**src/rtl/conv_ctrl_pkg.sv**
```systemverilog
// Shared types and sizing helpers for the convolution scheduler.
// Contents:
//   conv_state_e  scheduler FSM states
//   cnt_width     counter width for a modulus n (at least 1 bit)
//   scan_size     side of the scanned frame, IFM plus padding on both borders
//   ofm_size      number of window positions along one axis
package conv_ctrl_pkg;

  typedef enum logic [2:0] {
    StIdle,
    StRun,
    StRowEnd,
    StChEnd,
    StFltEnd,
    StDrain,
    StDone
  } conv_state_e;

  function automatic int unsigned cnt_width(input int unsigned n);
    return (n <= 1) ? 1 : $clog2(n);
  endfunction

  function automatic int unsigned scan_size(input int unsigned ifm, input int unsigned pad_eff);
    return ifm + 2 * pad_eff;
  endfunction

  function automatic int unsigned ofm_size(input int unsigned s, input int unsigned k,
                                           input int unsigned stride);
    return (s - k) / stride + 1;
  endfunction

endpackage

```
**src/rtl/conv_out_pipe.sv**
```systemverilog
// MAC-latency delay line for the output write descriptor.
// The pipe never stalls: it models the fixed MAC result latency.
// Ports:
//   clk1   clock
//   rst_n  async active-low reset, clears every stage
//   d_i    descriptor {acc_last, out_x, out_y, out_c} entering the MAC
//   q_o    same descriptor Depth cycles later
module conv_out_pipe #(
  parameter int unsigned Depth = 2,
  parameter int unsigned Width = 1
) (
  input  logic             clk1,
  input  logic             rst_n,
  input  logic [Width-1:0] d_i,
  output logic [Width-1:0] q_o
);

  logic [Width-1:0] stage_q [Depth];

  always_ff @(posedge clk1 or negedge rst_n) begin
    if (!rst_n) begin
      for (int i = 0; i < Depth; i++) stage_q[i] <= '0;
    end else begin
      stage_q[0] <= d_i;
      for (int i = 1; i < Depth; i++) stage_q[i] <= stage_q[i-1];
    end
  end

  assign q_o = stage_q[Depth-1];

endmodule

```
**src/rtl/conv_sched_ctrl.sv**
```systemverilog
// Convolution scheduler: scans the (optionally padded) input frame once per input channel and
// per output filter, driving the K-row line buffer, the MAC array and the OFM write descriptor.
// Optional feature: define CONV_PAD_EN to scan a frame padded by PAD pixels on every border;
// without it PAD has no effect and pad_zero_o stays 0.
// Ports:
//   clk1, rst_n      clock, async active-low reset
//   start_i          begin a layer (only accepted while idle)
//   stall_i          input pixel unavailable, freezes the scan in RUN
//   busy_o, done_o   layer in progress / one-cycle completion pulse
//   wr_en_o          one-hot line-buffer row write (row slot = y % K)
//   rd_en_o          all ones when the window is valid
//   mac_en_o         window valid
//   acc_clr_o        first channel of a window, acc_last_o last channel
//   pad_zero_o       accepted pixel lies in the pad border
//   out_valid_o      acc_last delayed by MAC_LAT, with out_x_o/out_y_o/out_c_o
module conv_sched_ctrl
  import conv_ctrl_pkg::*;
#(
  parameter int unsigned KERNEL_SIZE = 3,
  parameter int unsigned IFM_SIZE    = 9,
  parameter int unsigned CI          = 3,
  parameter int unsigned CO          = 4,
  parameter int unsigned STRIDE      = 1,
  parameter int unsigned PAD         = 1,
  parameter int unsigned MAC_LAT     = 2,
`ifdef CONV_PAD_EN
  localparam int unsigned PadEff     = PAD,
`else
  // PAD has no effect without padding support.
  localparam int unsigned PadEff     = 0 * PAD,
`endif
  localparam int unsigned ScanSize   = scan_size(IFM_SIZE, PadEff),
  localparam int unsigned OfmSize    = ofm_size(ScanSize, KERNEL_SIZE, STRIDE),
  localparam int unsigned OutW       = cnt_width(OfmSize),
  localparam int unsigned ChW        = cnt_width(CO)
) (
  input  logic                   clk1,
  input  logic                   rst_n,
  input  logic                   start_i,
  input  logic                   stall_i,
  output logic                   busy_o,
  output logic                   done_o,
  output logic [KERNEL_SIZE-1:0] wr_en_o,
  output logic [KERNEL_SIZE-1:0] rd_en_o,
  output logic                   mac_en_o,
  output logic                   acc_clr_o,
  output logic                   acc_last_o,
  output logic                   pad_zero_o,
  output logic                   out_valid_o,
  output logic [OutW-1:0]        out_x_o,
  output logic [OutW-1:0]        out_y_o,
  output logic [ChW-1:0]         out_c_o
);

  localparam int unsigned XW    = cnt_width(ScanSize);
  localparam int unsigned PhW   = cnt_width(STRIDE);
  localparam int unsigned CiW   = cnt_width(CI);
  localparam int unsigned LatW  = cnt_width(MAC_LAT);
  localparam int unsigned SlotW = cnt_width(KERNEL_SIZE);
  localparam int unsigned PipeW = 1 + 2 * OutW + ChW;

  localparam logic [XW-1:0]    ScanLast = XW'(ScanSize - 1);
  localparam logic [XW-1:0]    KLast    = XW'(KERNEL_SIZE - 1);
  localparam logic [PhW-1:0]   PhLast   = PhW'(STRIDE - 1);
  localparam logic [CiW-1:0]   CiLast   = CiW'(CI - 1);
  localparam logic [ChW-1:0]   CoLast   = ChW'(CO - 1);
  localparam logic [LatW-1:0]  LatLast  = LatW'(MAC_LAT - 1);
  localparam logic [SlotW-1:0] SlotLast = SlotW'(KERNEL_SIZE - 1);

  conv_state_e state_q, state_d;

  logic [XW-1:0]    x_q, x_d, y_q, y_d;
  logic [PhW-1:0]   px_q, px_d, py_q, py_d;
  logic [CiW-1:0]   ci_q, ci_d;
  logic [ChW-1:0]   co_q, co_d;
  logic [OutW-1:0]  ox_q, ox_d, oy_q, oy_d;
  logic [SlotW-1:0] slot_q, slot_d;
  logic [LatW-1:0]  lat_q, lat_d;

  logic [KERNEL_SIZE-1:0] wr_en_q, wr_en_d, rd_en_q, rd_en_d;
  logic mac_en_q, mac_en_d, acc_clr_q, acc_clr_d, acc_last_q, acc_last_d, pad_q, pad_d;
  logic [OutW-1:0] lx_q, lx_d, ly_q, ly_d;
  logic [ChW-1:0]  lc_q, lc_d;

  logic accept, win, row_valid, border;
  logic [PipeW-1:0] pipe_out;

  assign accept    = (state_q == StRun) && !stall_i;
  assign win       = accept && (x_q >= KLast) && (y_q >= KLast) && (px_q == '0) && (py_q == '0);
  assign row_valid = (y_q >= KLast) && (py_q == '0);

`ifdef CONV_PAD_EN
  localparam logic [XW-1:0] PadLo     = XW'(PadEff);
  localparam logic [XW-1:0] PadHiLast = XW'(PadEff + IFM_SIZE - 1);
  assign border = (x_q < PadLo) || (x_q > PadHiLast) || (y_q < PadLo) || (y_q > PadHiLast);
`else
  assign border = 1'b0;
`endif

  // FSM state register
  always_ff @(posedge clk1 or negedge rst_n) begin
    if (!rst_n) state_q <= StIdle;
    else        state_q <= state_d;
  end

  // FSM next state
  always_comb begin
    state_d = state_q;
    case (state_q)
      StIdle:   if (start_i) state_d = StRun;
      StRun:    if (accept && (x_q == ScanLast)) state_d = StRowEnd;
      StRowEnd: state_d = (y_q == ScanLast) ? StChEnd : StRun;
      StChEnd:  state_d = (ci_q == CiLast) ? StFltEnd : StRun;
      StFltEnd: state_d = (co_q == CoLast) ? StDrain : StRun;
      StDrain:  if (lat_q == LatLast) state_d = StDone;
      StDone:   state_d = StIdle;
      default:  state_d = StIdle;
    endcase
  end

  // FSM outputs
  always_comb begin
    busy_o = (state_q != StIdle);
    done_o = (state_q == StDone);
  end

  // Scan, stride-phase and output-coordinate counters
  always_comb begin
    x_d    = x_q;
    y_d    = y_q;
    px_d   = px_q;
    py_d   = py_q;
    ci_d   = ci_q;
    co_d   = co_q;
    ox_d   = ox_q;
    oy_d   = oy_q;
    slot_d = slot_q;
    lat_d  = lat_q;
    case (state_q)
      StRun: begin
        if (accept) begin
          if (x_q == ScanLast) begin
            x_d  = '0;
            px_d = '0;
            ox_d = '0;
          end else begin
            x_d = x_q + 1'b1;
            // Phase stays 0 until the first window column, then cycles through STRIDE.
            px_d = ((x_q < KLast) || (px_q == PhLast)) ? '0 : px_q + 1'b1;
            if (win) ox_d = ox_q + 1'b1;
          end
        end
      end
      StRowEnd: begin
        if (y_q == ScanLast) begin
          y_d    = '0;
          py_d   = '0;
          oy_d   = '0;
          slot_d = '0;
        end else begin
          y_d    = y_q + 1'b1;
          py_d   = ((y_q < KLast) || (py_q == PhLast)) ? '0 : py_q + 1'b1;
          slot_d = (slot_q == SlotLast) ? '0 : slot_q + 1'b1;
          if (row_valid) oy_d = oy_q + 1'b1;
        end
      end
      StChEnd:  ci_d  = (ci_q == CiLast) ? '0 : ci_q + 1'b1;
      StFltEnd: co_d  = (co_q == CoLast) ? '0 : co_q + 1'b1;
      StDrain:  lat_d = (lat_q == LatLast) ? '0 : lat_q + 1'b1;
      default: ;
    endcase
  end

  // Per-pixel controls, registered so they describe the pixel accepted last cycle
  always_comb begin
    wr_en_d    = accept ? (KERNEL_SIZE'(1) << slot_q) : '0;
    rd_en_d    = win ? '1 : '0;
    mac_en_d   = win;
    acc_clr_d  = win && (ci_q == '0);
    acc_last_d = win && (ci_q == CiLast);
    pad_d      = accept && border;
    lx_d       = acc_last_d ? ox_q : '0;
    ly_d       = acc_last_d ? oy_q : '0;
    lc_d       = acc_last_d ? co_q : '0;
  end

  always_ff @(posedge clk1 or negedge rst_n) begin
    if (!rst_n) begin
      x_q        <= '0;
      y_q        <= '0;
      px_q       <= '0;
      py_q       <= '0;
      ci_q       <= '0;
      co_q       <= '0;
      ox_q       <= '0;
      oy_q       <= '0;
      slot_q     <= '0;
      lat_q      <= '0;
      wr_en_q    <= '0;
      rd_en_q    <= '0;
      mac_en_q   <= 1'b0;
      acc_clr_q  <= 1'b0;
      acc_last_q <= 1'b0;
      pad_q      <= 1'b0;
      lx_q       <= '0;
      ly_q       <= '0;
      lc_q       <= '0;
    end else begin
      x_q        <= x_d;
      y_q        <= y_d;
      px_q       <= px_d;
      py_q       <= py_d;
      ci_q       <= ci_d;
      co_q       <= co_d;
      ox_q       <= ox_d;
      oy_q       <= oy_d;
      slot_q     <= slot_d;
      lat_q      <= lat_d;
      wr_en_q    <= wr_en_d;
      rd_en_q    <= rd_en_d;
      mac_en_q   <= mac_en_d;
      acc_clr_q  <= acc_clr_d;
      acc_last_q <= acc_last_d;
      pad_q      <= pad_d;
      lx_q       <= lx_d;
      ly_q       <= ly_d;
      lc_q       <= lc_d;
    end
  end

  assign wr_en_o    = wr_en_q;
  assign rd_en_o    = rd_en_q;
  assign mac_en_o   = mac_en_q;
  assign acc_clr_o  = acc_clr_q;
  assign acc_last_o = acc_last_q;
  assign pad_zero_o = pad_q;

  conv_out_pipe #(
    .Depth(MAC_LAT),
    .Width(PipeW)
  ) u_out_pipe (
    .clk1  (clk1),
    .rst_n (rst_n),
    .d_i   ({acc_last_q, lx_q, ly_q, lc_q}),
    .q_o   (pipe_out)
  );

  assign {out_valid_o, out_x_o, out_y_o, out_c_o} = pipe_out;

endmodule
```
**config.mk**
```make
export PLATFORM = sky130hd
export DESIGN_NAME = conv_sched_ctrl
export DESIGN_NICKNAME = d
export VERILOG_FILES = /design/src/rtl/conv_ctrl_pkg.sv /design/src/rtl/conv_out_pipe.sv /design/src/rtl/conv_sched_ctrl.sv
export SDC_FILE = /design/constraint.sdc
export NUM_CORES = 1
export LEC_CHECK = 0
export CAP_MARGIN = 10
export CORE_AREA = 2 2 62 79
export DETAILED_ROUTE_END_ITERATION = 10
export DIE_AREA = 0 0 64 81
export PLACE_DENSITY = 0.75
export SLEW_MARGIN = 5
export SYNTH_ARGS = -nofsm -noshare
export SYNTH_HDL_FRONTEND = slang
export SYNTH_SLANG_ARGS = --single-unit
```
**constraint.sdc**
```tcl
create_clock -name clk1 -period 2.7 [get_ports clk1]
set_clock_uncertainty 0.2 [all_clocks]
set_input_delay 0.405 -clock clk1 [delete_from_list [all_inputs] [get_ports clk1]]
set_output_delay 0.405 -clock clk1 [all_outputs]
set_load 0.005 [all_outputs]
```
==> results of run 1 <==
-- worst max-delay path, delay by kind of cell, from the launching register on --
family	cells	cell delay, ps
buffers and inverters	2	620
and+or+nand+nor	1	390
DFF	1	380
-- cell families after synthesis --
kind of cell	Yosys count	share of synthesized area [%]
XOR/XNOR	1	0.373
multiplexers	5	2.40
flip-flops	58	61.8
adder cells (fa/ha/maj)	9	4.80
buffers and inverters	26	6.13
other	1	0.160
AO/OA/AOI/OAI	28	7.57
AND/OR/NAND/NOR	69	16.7
-- area by class of cell --
class                   instances  area, um^2  share of cell area, %
flip-flops and latches         58        1450                   51.7
multi-input cells             113         752                   26.8
repair buffers                 32         295                   10.5
clock buffers                  11         151                   5.39
well taps                      60        75.1                   2.67
clock inverters                 5        52.6                   1.87
inverters                       8        30.0                   1.07
-- synthesized netlist by cell type, types with 2 or more instances --
library cell   n
ha_1           9
o21ai_0       12
nor2_1        14
inv_1          8
nor4_1         4
nand2b_1       7
nor3_1         6
mux2_2         5
or3_1          2
a31oi_1        3
dfrtp_1       58
clkbuf_1       5
a21o_1         2
nor2b_1        2
and2_1         9
nand3b_1       2
and3b_1        2
o31ai_1        3
o22ai_1        2
nor3b_1        2
buf_4         12
nand2_1       10
-- path summary, 6_finish.rpt --
check	endpoint	cells past startpoint
min	u_out_pipe.q_o[3]	0
min in group asynchronous	ci_q[0]	2
max reg2reg	ly_q[2]	4
max in group asynchronous	u_out_pipe.stage_q[13]	3
max	busy_o	3
min reg2reg	u_out_pipe.q_o[3]	0
-- metal layers --
metal | vias up | track usage [%]
li1 | 714 | -
met1 | 727 | 19.1
met2 | 36 | 27.9
met3 | 5 | 6.65
met4 | 0 | 8.70
met5 | - | 0
-- sequential cells by signal, indices dropped and copies added (netlist names) --
signal and flops:
u_out_pipe.q_o 9, u_out_pipe.stage_q 9, x_q 4, y_q 4
lx_q 3, ly_q 3, ox_q 3, oy_q 3
state_q 3, wr_en_o 3, ci_q 2, co_q 2
lc_q 2, slot_q 2, acc_clr_o 1, acc_last_o 1
lat_q 1, px_q 1, py_q 1, rd_en_o 1
-- through the flow --
step	std cells	cell area (um^2)	setup slack, ps
after floorplan	197	2350	567
after global placement	270	2590	193
after detailed placement	270	2590	160
after CTS	287	2810	339
after global routing	287	2810	260
final	287	2810	374
-- power groups by stage --
stage	Combinational (mW)	Sequential (mW)	Clock (mW)
global route	0.582	1.14	0.875
finish	0.503	1.12	0.806
global placement	0.493	1.13	0
detailed placement	0.507	1.13	0
floorplan	0.346	1.10	0
CTS	0.510	1.12	0.832
==> impl_metrics.env, run 1 <==
export IMPL_outcome="completed"
export IMPL_clock_latency_ps=330
export IMPL_ios=25
export IMPL_fill_cells=340
export IMPL_initial_core_util_pct=51.9
export IMPL_yosysUniqueCellTypes=40
export IMPL_yosysTopAreaCellShare_pct=61.8
export IMPL_htree_levels=3
export IMPL_internal_power_mw=1.72
export IMPL_wirelength_met1_um=1610
export IMPL_final_antenna_net_count=0
export IMPL_cpMaxStageDelayCell="clkdlybuf4s50_1"
export IMPL_cts_tree="yes"
export IMPL_synth_nets=210
export IMPL_synth_avg_cell_area_um2=11.9
export IMPL_die_area_mm2=0.00518
export IMPL_yosysWarnings=0
export IMPL_crit_type="register to primary output"
export IMPL_rows=28
export IMPL_synth_area_mm2=0.00235
export IMPL_most_common_layout_cells="dfrtp_1, clkdlybuf4s50_1, nor2_1"
export IMPL_io_buffers=23
export IMPL_gp_congestion=0.754
export IMPL_coreArea_mm2=0.00452
export IMPL_cp_slowest_stage_delay_ps=450
export IMPL_maxCapViolCount=0
export IMPL_switching_share_pct=29.1
export IMPL_synth_top_cell_by_area="dfrtp_1"
export IMPL_synthArstFlopShare_pct=100
export IMPL_rr_startpoint="state_q[1]"
export IMPL_period_needed_ps=2330
export IMPL_grt_max_degree=29
export IMPL_cts_setup_buffers=0
export IMPL_hpwl_um=2490
export IMPL_ff2ff_setup_slack_ps=480
export IMPL_post_drt_via_cell_ratio=5.16
export IMPL_cts_buffers=9
export IMPL_area_growth_pct=19.6
export IMPL_drc=0
export IMPL_crit_start="state_q[2]"
export IMPL_clockPowerShare_pct=33.2
export IMPL_rsz0062_at_grt="false"
export IMPL_irDropWorstVdd_mv=0.532
export IMPL_p_seq_share_pct=46.1
export IMPL_end_kind="primary output"
export IMPL_share_comb_of_total_power_pct=20.7
export IMPL_post_drt_wl_per_cell_um=12.8
export IMPL_cp_arrival_ps=1720
export IMPL_synthFlopType="dfrtp_1"
export IMPL_wl_met3_um=151
export IMPL_final_common_cell="dfrtp_1"
export IMPL_met2_length_um=1870
export IMPL_max_freq_mhz=430
export IMPL_hold_path_class="register to register"
export IMPL_hold_slack_ps=144
export IMPL_yosysSeqAreaShare_pct=61.8
export IMPL_grtUsageTotal_pct=16.9
export IMPL_overflow=0
export IMPL_required_ps=2100
export IMPL_antenna_cells=0
export IMPL_hp_start="u_out_pipe.stage_q[12]"
export IMPL_power_leakage_nw=1.36
export IMPL_grt_pass1_wl_um=6470
export IMPL_total_power_mw=2.43
export IMPL_cts_resized=0
export IMPL_drive_above_1_share_pct=14.5
export IMPL_top_layer="met4"
export IMPL_die_h_um=81
export IMPL_antenna_found_initial=0
export IMPL_hold_viol_final=0
export IMPL_ys_ff_latch=58
export IMPL_synth_edf_count=0
export IMPL_tns_ps=0
export IMPL_fin_crit_sh_pct=86.2
export IMPL_utilization_pct=62.1
export IMPL_power_switching_uw=706
export IMPL_syn_inst=197
export IMPL_holdBufCountCts=1
export IMPL_via_count=1482
export IMPL_root_buffer="clkbuf_8"
export IMPL_clk_pin_slew_ps=70
export IMPL_grt_pass1_vias=1431
export IMPL_die_w_um=64
export IMPL_finalNetCount=235
export IMPL_setup_viol=0
export IMPL_synthTopCellsByArea="dfrtp_1, ha_1, buf_4"
export IMPL_clock_sinks=58
export IMPL_wirelength_um=3680
export IMPL_worstPathCellList="buf_4 > or3_1 > clkdlybuf4s50_1"
export IMPL_cts_buffer_depth=2
export IMPL_drtIter0Drc=101
export IMPL_drtPass1Iterations=4
export IMPL_drv_slew=0
export IMPL_powerDensity_mw_per_mm2=865
export IMPL_crit_path_start_kind="register"
export IMPL_critPathMaxFanout=11
Note: power is estimated with default switching activity, not from simulation.
==> run 2, diff against run 1 <==
Clock period 2.7 ns to 2.2 ns, I/O delays scaled along.
==> run 2 against run 1 <==
Against the previous run: non-clock buffer count is 1 higher; die area stayed put; global-route usage is 0.38 points higher; register-to-register slack worse by 390 ps; critical path depth is 2 higher; largest power group unchanged; final area is 1.3% higher; worst hold slack better by 3.8 ps; critical endpoint is now ly_q[2].
==> impl_metrics.env, run 2 (synthesized netlist as in run 1, its figures left out) <==
export IMPL_initial_core_util_pct=51.9
export IMPL_worstPathCellList="clkdlybuf4s50_1 > or4b_4 > or4b_4 > nor2_4 > and2_1"
export IMPL_grt_pass1_vias=1456
export IMPL_cp_top_family="simple AND/OR/NAND/NOR gates"
export IMPL_ios=25
export IMPL_critPathMaxFanout=8
export IMPL_hpwl_um=2440
export IMPL_dp_cells=270
export IMPL_die_h_um=81
export IMPL_io_buffers=23
export IMPL_post_drt_wl_per_cell_um=12.6
export IMPL_gp_congestion=0.731
export IMPL_end_kind="register"
export IMPL_placement_cell_area_mm2=0.00261
export IMPL_power_leakage_nw=1.39
export IMPL_htree_levels=3
export IMPL_cts_buffer_depth=2
export IMPL_crit_type="input pin to register"
export IMPL_grt_max_degree=59
export IMPL_drv_slew=0
export IMPL_crit_path_start_kind="input pin"
export IMPL_cp_slowest_stage_delay_ps=580
export IMPL_antenna_cells=0
export IMPL_design_area_mm2=0.00285
export IMPL_final_antenna_net_count=0
export IMPL_drc=0
export IMPL_instances_no_fill=288
export IMPL_cp_buffers_inverters=1
export IMPL_post_drt_via_cell_ratio=5.06
export IMPL_root_buffer="clkbuf_8"
export IMPL_overflow=0
export IMPL_clock_latency_ps=340
export IMPL_coreArea_mm2=0.00452
export IMPL_final_common_cell="dfrtp_1"
export IMPL_hold_path_class="register to register"
export IMPL_grtUsageTotal_pct=17.3
export IMPL_wirelength_um=3630
export IMPL_maxCapViolCount=0
export IMPL_required_ps=2280
export IMPL_powerDensity_mw_per_mm2=1050
export IMPL_cts_buffers=9
export IMPL_drtPass1Iterations=4
export IMPL_die_w_um=64
export IMPL_area_growth_pct=21.2
export IMPL_finalNetCount=236
export IMPL_hold_viol_final=0
export IMPL_setup_viol=0
export IMPL_clk_pin_slew_ps=60
export IMPL_fill_cells=343
export IMPL_utilization_pct=63.0
export IMPL_drtIter0Drc=88
export IMPL_cp_common_cell="or4b_4"
export IMPL_rsz0062_at_grt="false"
export IMPL_cpMaxStageDelayCell="or4b_4"
export IMPL_max_freq_mhz=473
export IMPL_drive_above_1_share_pct=15.8
export IMPL_period_needed_ps=2120
export IMPL_rows=28
export IMPL_via_count=1458
export IMPL_cp_arrival_ps=2190
export IMPL_ff2ff_setup_slack_ps=90
export IMPL_clock_sinks=58
export IMPL_die_area_mm2=0.00518
export IMPL_most_common_layout_cells="dfrtp_1, clkdlybuf4s50_1, nor2_1"
export IMPL_cts_tree="yes"
export IMPL_fin_crit_sh_pct=96.2
export IMPL_irDropWorstVdd_mv=0.581
export IMPL_outcome="completed"
export IMPL_grt_pass1_wl_um=6510
export IMPL_antenna_found_initial=0
[run 2: changes by cell type in the layout (fill, tap and decap cells not counted), sizes merged]
cell           delta
clkdlybuf4s50     -2
buf               +1
clkinv            +1
clkinvlp          -1
dlygate4sd2       +1
dlymetal6s2s      +1
[run 2: worst register-to-register path: stages (launching register included)]
cell and delay (ps):
dfrtp_1 390, or4b_4 540, or4b_4 580, nor2_4 190, and2_1 150
[run 2: routing by layer]
metal / track usage (%) / routed length, um / vias up / part of all wire [%]
met3: 7.06 / 158 / 7 / 4.3
met5: 0 / 0 / - / 0
met1: 19.2 / 1600 / 710 / 44
met4: 10.4 / 84 / 0 / 2.3
met2: 28.0 / 1790 / 31 / 49
li1: - / - / 710 / -
[run 2: what timing repair did]
item                                   4_1_cts  5_1_grt
hold buffers                                 1        0
endpoints found under the hold margin       58        0
setup buffers                                0        1
setup endpoints to repair                    2        9
gates resized for setup                      3        5
pin swaps                                    0        2
[run 2: final cells by class]
type	instances	area, um^2	share of cell area [%]
well taps	60	75.1	2.64
inverters	8	30.0	1.06
clock inverters	5	53.8	1.89
clock buffers	11	141	4.97
multi-input cells	113	769	27.0
flip-flops and latches	58	1450	51.0
repair buffers	33	324	11.4
[run 2: power by group]
part,internal (mW),switching (mW)
Combinational,0.340,0.318
Clock,0.549,0.404
Sequential,1.22,0.149
[run 2: worst paths after layout]
| check | startpoint | endpoint | depth (start not counted) |
|---|---|---|---|
| min | u_out_pipe.stage_q[16] | u_out_pipe.q_o[7] | 0 |
| min in group asynchronous | rst_n | ci_q[0] | 3 |
| min reg2reg | u_out_pipe.stage_q[16] | u_out_pipe.q_o[7] | 0 |
| max in group asynchronous | rst_n | x_q[0] | 3 |
| max reg2reg | state_q[2] | ly_q[2] | 4 |
| max | stall_i | ly_q[2] | 5 |
[run 2: metrics by stage]
stage          power, mW  setup slack (ps)  setup TNS, ps  hold WS (ps)
2_1_floorplan       1.78              67.0              0          -166
3_3_place_gp        1.99              -237          -2390           133
3_5_place_dp        2.02              -300          -3100           135
4_1_cts             2.99              14.0              0           150
5_1_grt             3.18              13.4              0           156
6_report            2.98              84.5              0           148
